===== src/rtl/anubis_key_schedule_ctrl.sv =====
// Anubis key-schedule sequencer: latches the cipher key, steps key_evolution round by round,
// streams round keys 0..NUM_ROUNDS over valid/ready. Optional round-key cache: KS_KEY_CACHE_EN.
module anubis_key_schedule_ctrl #(
  parameter int NUM_ROUNDS = 12,
  parameter int EVO_CYCLES = 4
) (
  input  logic         clk,
  input  logic         reset,
  input  logic         start,
  input  logic [127:0] key_in,
  output logic         busy,
  output logic         done,
  output logic         rk_valid,
  input  logic         rk_ready,
  output logic [3:0]   rk_index,
  output logic [127:0] rk_data,
  output logic [3:0]   rc_index,
  input  logic [127:0] rc_value,
  output logic         ke_load_key,
  output logic [3:0]   ke_counter,
  output logic [3:0]   ke_round_num,
  output logic [127:0] ke_key,
  output logic [127:0] ke_round_constant,
  input  logic [127:0] ke_evolutioned_key
`ifdef KS_KEY_CACHE_EN
  ,
  input  logic [3:0]   cache_rd_addr,
  output logic [127:0] cache_rd_data,
  output logic         cache_full
`endif
);

  // state     | meaning
  // S_IDLE    | waiting for start
  // S_EMIT    | round key offered to consumer
  // S_LOAD    | load_key pulse into key_evolution
  // S_EVOLVE  | counter steps 1..EVO_CYCLES
  // S_CAPTURE | evolved key becomes next round key
  // S_DONE    | one-cycle completion pulse
  typedef enum logic [2:0] {
    S_IDLE, S_EMIT, S_LOAD, S_EVOLVE, S_CAPTURE, S_DONE
  } state_t;

  localparam logic [3:0] LAST_RND = 4'(NUM_ROUNDS);
  localparam logic [3:0] EVO_LAST = 4'(EVO_CYCLES);

  state_t       state_q, state_d;
  logic [3:0]   round_q, round_d;
  logic [3:0]   cnt_q, cnt_d;
  logic [127:0] key_q, key_d;

  always_comb begin
    state_d = state_q;
    round_d = round_q;
    cnt_d   = cnt_q;
    key_d   = key_q;
    case (state_q)
      S_IDLE: begin
        if (start) begin
          key_d   = key_in;
          round_d = 4'd0;
          state_d = S_EMIT;
        end
      end
      S_EMIT: begin
        if (rk_ready) begin
          cnt_d   = 4'd0;
          state_d = (round_q == LAST_RND) ? S_DONE : S_LOAD;
        end
      end
      S_LOAD: begin
        cnt_d   = 4'd1;
        state_d = S_EVOLVE;
      end
      S_EVOLVE: begin
        if (cnt_q == EVO_LAST) state_d = S_CAPTURE;
        else                   cnt_d   = cnt_q + 4'd1;
      end
      S_CAPTURE: begin
        key_d   = ke_evolutioned_key;
        round_d = round_q + 4'd1;
        state_d = S_EMIT;
      end
      S_DONE: begin
        cnt_d   = 4'd0;
        state_d = S_IDLE;
      end
      default: state_d = S_IDLE;
    endcase
  end

  always_ff @(posedge clk) begin
    if (!reset) begin
      state_q <= S_IDLE;
      round_q <= 4'd0;
      cnt_q   <= 4'd0;
      key_q   <= '0;
    end else begin
      state_q <= state_d;
      round_q <= round_d;
      cnt_q   <= cnt_d;
      key_q   <= key_d;
    end
  end

  // Outputs decode directly from state flops; anything not owned by a state is forced to 0.
  logic in_evo;
  assign in_evo = (state_q == S_LOAD) || (state_q == S_EVOLVE);

  always_comb begin
    busy              = (state_q == S_EMIT) || in_evo || (state_q == S_CAPTURE);
    done              = (state_q == S_DONE);
    rk_valid          = (state_q == S_EMIT);
    rk_index          = rk_valid ? round_q : 4'd0;
    rk_data           = rk_valid ? key_q : '0;
    ke_load_key       = (state_q == S_LOAD);
    ke_counter        = (in_evo || state_q == S_CAPTURE) ? cnt_q : 4'd0;
    ke_key            = in_evo ? key_q : '0;
    ke_round_num      = in_evo ? round_q + 4'd1 : 4'd0;
    rc_index          = in_evo ? round_q + 4'd1 : 4'd0;
    ke_round_constant = in_evo ? rc_value : '0;
  end

`ifdef KS_KEY_CACHE_EN
  logic [127:0] cache_mem [16];
  logic [127:0] cache_rd_data_q;
  logic         cache_full_q, cache_full_d;

  always_comb begin
    cache_full_d = cache_full_q;
    if (state_q == S_IDLE && start) cache_full_d = 1'b0;
    else if (state_d == S_DONE)     cache_full_d = 1'b1;
  end

  // Array contents survive reset; only the full flag is cleared.
  always_ff @(posedge clk) begin
    if (rk_valid && rk_ready) cache_mem[rk_index] <= rk_data;
    cache_rd_data_q <= cache_mem[cache_rd_addr];
  end

  always_ff @(posedge clk) begin
    if (!reset) cache_full_q <= 1'b0;
    else        cache_full_q <= cache_full_d;
  end

  assign cache_rd_data = cache_rd_data_q;
  assign cache_full    = cache_full_q;
`endif

endmodule


===== config.mk =====
export PLATFORM = sky130hd
export DESIGN_NAME = anubis_key_schedule_ctrl
export DESIGN_NICKNAME = d
export VERILOG_FILES = /design/src/rtl/anubis_key_schedule_ctrl.sv
export SDC_FILE = /design/constraint.sdc
export NUM_CORES = 1
export LEC_CHECK = 0
export BUFFER_PORTS_ARGS = -buffer_cell sky130_fd_sc_hd__buf_2
export CAP_MARGIN = 20
export CORE_AREA = 5 5 305 307
export DETAILED_ROUTE_END_ITERATION = 7
export DIE_AREA = 0 0 310 312
export GPL_TIMING_DRIVEN = 0
export HOLD_SLACK_MARGIN = 0.15
export PLACE_DENSITY_LB_ADDON = 0.08
export SYNTH_ARGS = -nofsm -noshare
export SYNTH_HDL_FRONTEND = slang
export SYNTH_SLANG_ARGS = --single-unit

===== constraint.sdc =====
create_clock -name clk -period 1.45 [get_ports clk]
set_input_delay 0.2175 -clock clk [delete_from_list [all_inputs] [get_ports clk]]
set_output_delay 0.2175 -clock clk [all_outputs]
set_load 0.005 [all_outputs]

==> results.py <==
metrics = {
    "place": {
        "dp_slack_ns": -1.31,
        "place_area_um2": 14700,
        "post-dp-hpwl_mm": 63.9,
        "io_buffers": 790,
        "place_congestion": 0.792,
    },
    "power": {
        "fin_total_pwr_uw": 13900,
        "cellPowerDensity_nw_per_um2": 687,
        "leakagePower_uw": 0.00991,
        "peakVddDrop_v": 0.000790,
    },
    "detailed_routing": {
        "drt-total-wl_mm": 78.0,
        "first_pass_iters": 4,
        "wire_per_inst_um": 21.2,
        "via_per_inst": 3.75,
        "ant_nets": 0,
        "drt_iter0_drc": 513,
        "drc": 0,
        "vias": 13816,
    },
    "setup_path": {
        "worst-endpoint-arrival_ns": 1.81,
        "start_kind": "register",
        "worstSetupPathType": "reg2out",
        "crit_fanout": 7,
        "worst_ep_required_time_ns": 1.23,
        "endpoint_kind": "output port",
    },
    "clocking": {
        "cts_max_level": 4,
        "cts_tree": "yes",
        "insertion_delay_ns": 0.47,
        "cts_buffer_depth": 2,
        "clk_pin_slew_ns": 0.07,
        "cts-buffers-inserted": 17,
        "clock-sinks": 139,
        "clockRootBuffer": "clkbuf_16",
    },
    "flow_run": {
        "maxCapViolations": 0,
    },
    "synthesis": {
        "yosysWarnings": 0,
        "synth-seq-area-share": 0.303,
        "syn_area_um2": 9190,
        "syn_area_per_cell_um2": 6.64,
        "syn_inst": 1384,
        "synth_nets": 1776,
        "yosysUniqueCellTypes": 38,
        "ys_ff_latch": 139,
    },
    "timing": {
        "period_needed_ns": 2.02,
        "fin_crit_sh": 1.40,
        "hold_violations": 0,
        "fmaxAchievable_mhz": 494,
        "max_slew.worst_pin.slew_ns": 0.636,
        "hold_slack_ns": 0.171,
        "fin_ws_ns": -0.573,
        "fin_skew_ns": 0.0164,
        "drv_slew": 0,
        "rsz0062_at_grt": "yes",
        "relSlewSlack": 0.576,
        "setup-tns-final_ns": -237.82,
        "setup-violations-final": 541,
    },
    "global_route": {
        "grt_max_degree": 17,
        "grt_overflow": 0,
        "antenna_found_initial": 44,
        "grt_pass1_vias": 14357,
        "grt_pass1_wl_mm": 104,
        "grt_usage": 0.150,
    },
    "final_layout": {
        "fillers": 10164,
        "layout_common_cells": "buf_2 (688), and2_1 (257), dlygate4sd3_1 (233)",
        "final_common_cell": "buf_2",
        "final_area_um2": 20200,
        "drive_above_1_share": 0.449,
        "fin_nets": 2870,
        "syn2layout_area_growth_pct": 120,
    },
    "die": {
        "die_width_um": 310,
        "die_h_um": 312,
        "die_area_um2": 96700,
        "core_um2": 89700,
        "initial_core_util": 0.102,
        "io_pins": 792,
        "row_count": 110,
    },
    "run_status": {
        "failed_checks": "setup timing",
        "status": "finished, violations left",
    },
    "min_path": {
        "hold_path_class": "in2reg",
    },
}
==> worst paths after layout <==
check             cells past startpoint  slack [ns]                      to               startpoint
setup / recovery                      7       -0.57             ke_key[121]  state_q[1]$_SDFFE_PN0P_
hold / removal                        5        0.17  key_q[36]$_SDFFE_PN0P_               key_in[36]
setup reg to reg                      8       -0.43  key_q[19]$_SDFFE_PN0P_  state_q[2]$_SDFFE_PN0P_
hold reg to reg                       2        0.53   cnt_q[0]$_SDFFE_PN0P_    cnt_q[0]$_SDFFE_PN0P_
==> layout make-up <==
| type | instances | area, um2 | area share |
|---|---|---|---|
| Timing Repair Buffer | 1078 | 7810 | 0.386 |
| Buffer | 133 | 1310 | 0.0645 |
| Inverter | 6 | 27.5 | 0.00136 |
| Clock buffer | 18 | 439 | 0.0217 |
| Sequential cell | 139 | 2790 | 0.138 |
| Tap cell | 1176 | 1470 | 0.0727 |
| Antenna cell | 14 | 35.0 | 0.00173 |
| Multi-Input combinational cell | 1103 | 6200 | 0.306 |
| Clock inverter | 14 | 159 | 0.00785 |
==> what timing repair did <==
item / CTS / global route
endpoints found under the hold margin: 130 / 0
pin swaps: 28 / 9
cloned: 12 / 11
buffers inserted: 21 / 9
setup endpoints to repair: 543 / 543
hold buffers: 233 / 0
gates resized for setup: 369 / 172
==> through the flow <==
step	cells	utilization
after floorplan	1384	-
after global placement	3350	0.163
after detailed placement	3352	0.163
after CTS	3647	0.215
after global routing	3675	0.225
final	3681	0.226
==> where the power goes <==
| part | internal, uW | switching [uW] | leakage [uW] |
|---|---|---|---|
| clock | 2610 | 2090 | 0.000288 |
| combinational | 2510 | 2140 | 0.00847 |
| sequential | 4180 | 362 | 0.00115 |
| total | 9310 | 4600 | 0.00991 |
==> synthesized netlist by cell type <==
library cell  count  area share
a211oi_1          3      0.0025
a21o_1            1     0.00082
a21oi_1         135       0.074
a221oi_1          1     0.00095
a22oi_1           1     0.00082
a311oi_1          1     0.00095
a31o_1            1     0.00095
a31oi_1           3      0.0020
a32oi_1           1     0.00095
and2_1          387        0.26
buf_1             4      0.0016
buf_2            38       0.021
buf_4            13       0.011
clkbuf_1         72       0.029
clkbuf_2          9      0.0049
dfxtp_1         139        0.30
ha_1              4      0.0054
inv_1             5      0.0020
inv_2             1     0.00041
nand2_1         135       0.055
nand2b_1          4      0.0027
nand3_1           8      0.0044
nand3b_1          1     0.00082
nor2_1          139       0.057
nor2_2            2      0.0014
nor2b_1           3      0.0020
nor3_1            4      0.0022
nor3b_1           3      0.0025
nor4_1            1     0.00068
o21ai_0         219        0.12
o21ai_1          39       0.021
o22ai_1           1     0.00068
o31ai_1           1     0.00082
o32ai_1           1     0.00095
or2_1             1     0.00068
or3b_1            1     0.00095
xnor2_1           1     0.00095
xor2_1            1     0.00095
==> critical path: stages (launching register included) <==
cell and delay [ns]:
dfxtp_2 0.36, nor2b_4 0.18, buf_12 0.17, buf_16 0.16, buf_12 0.12, clkbuf_16 0.13
and2_4 0.14, buf_6 0.08
==> registers in the layout, summed over array words and instances, names as in the netlist <==
| name | count |
|---|---|
| state_q | 3 |
| cnt_q | 4 |
| key_q | 128 |
| round_q | 4 |
==> routing by layer <==
layer | wire length (um) | global-route usage | share of wire | up-vias
li1 | - | - | - | 6723
met1 | 28300 | 0.153 | 0.36 | 6482
met2 | 44000 | 0.306 | 0.56 | 502
met3 | 4220 | 0.0326 | 0.054 | 97
met4 | 1450 | 0.0333 | 0.019 | 12
met5 | 80 | 0 | 0.0010 | -
==> cell families after synthesis <==
family / Yosys count / synth area share
DFF: 139 / 0.303
adders and majority gates: 4 / 0.00545
xor gates and xnor gates: 2 / 0.00191
buffers and inverters: 142 / 0.0697
AOI/OAI and AO/OA: 408 / 0.226
and+or+nand+nor: 689 / 0.394
Note: power is estimated with default switching activity, not from simulation.
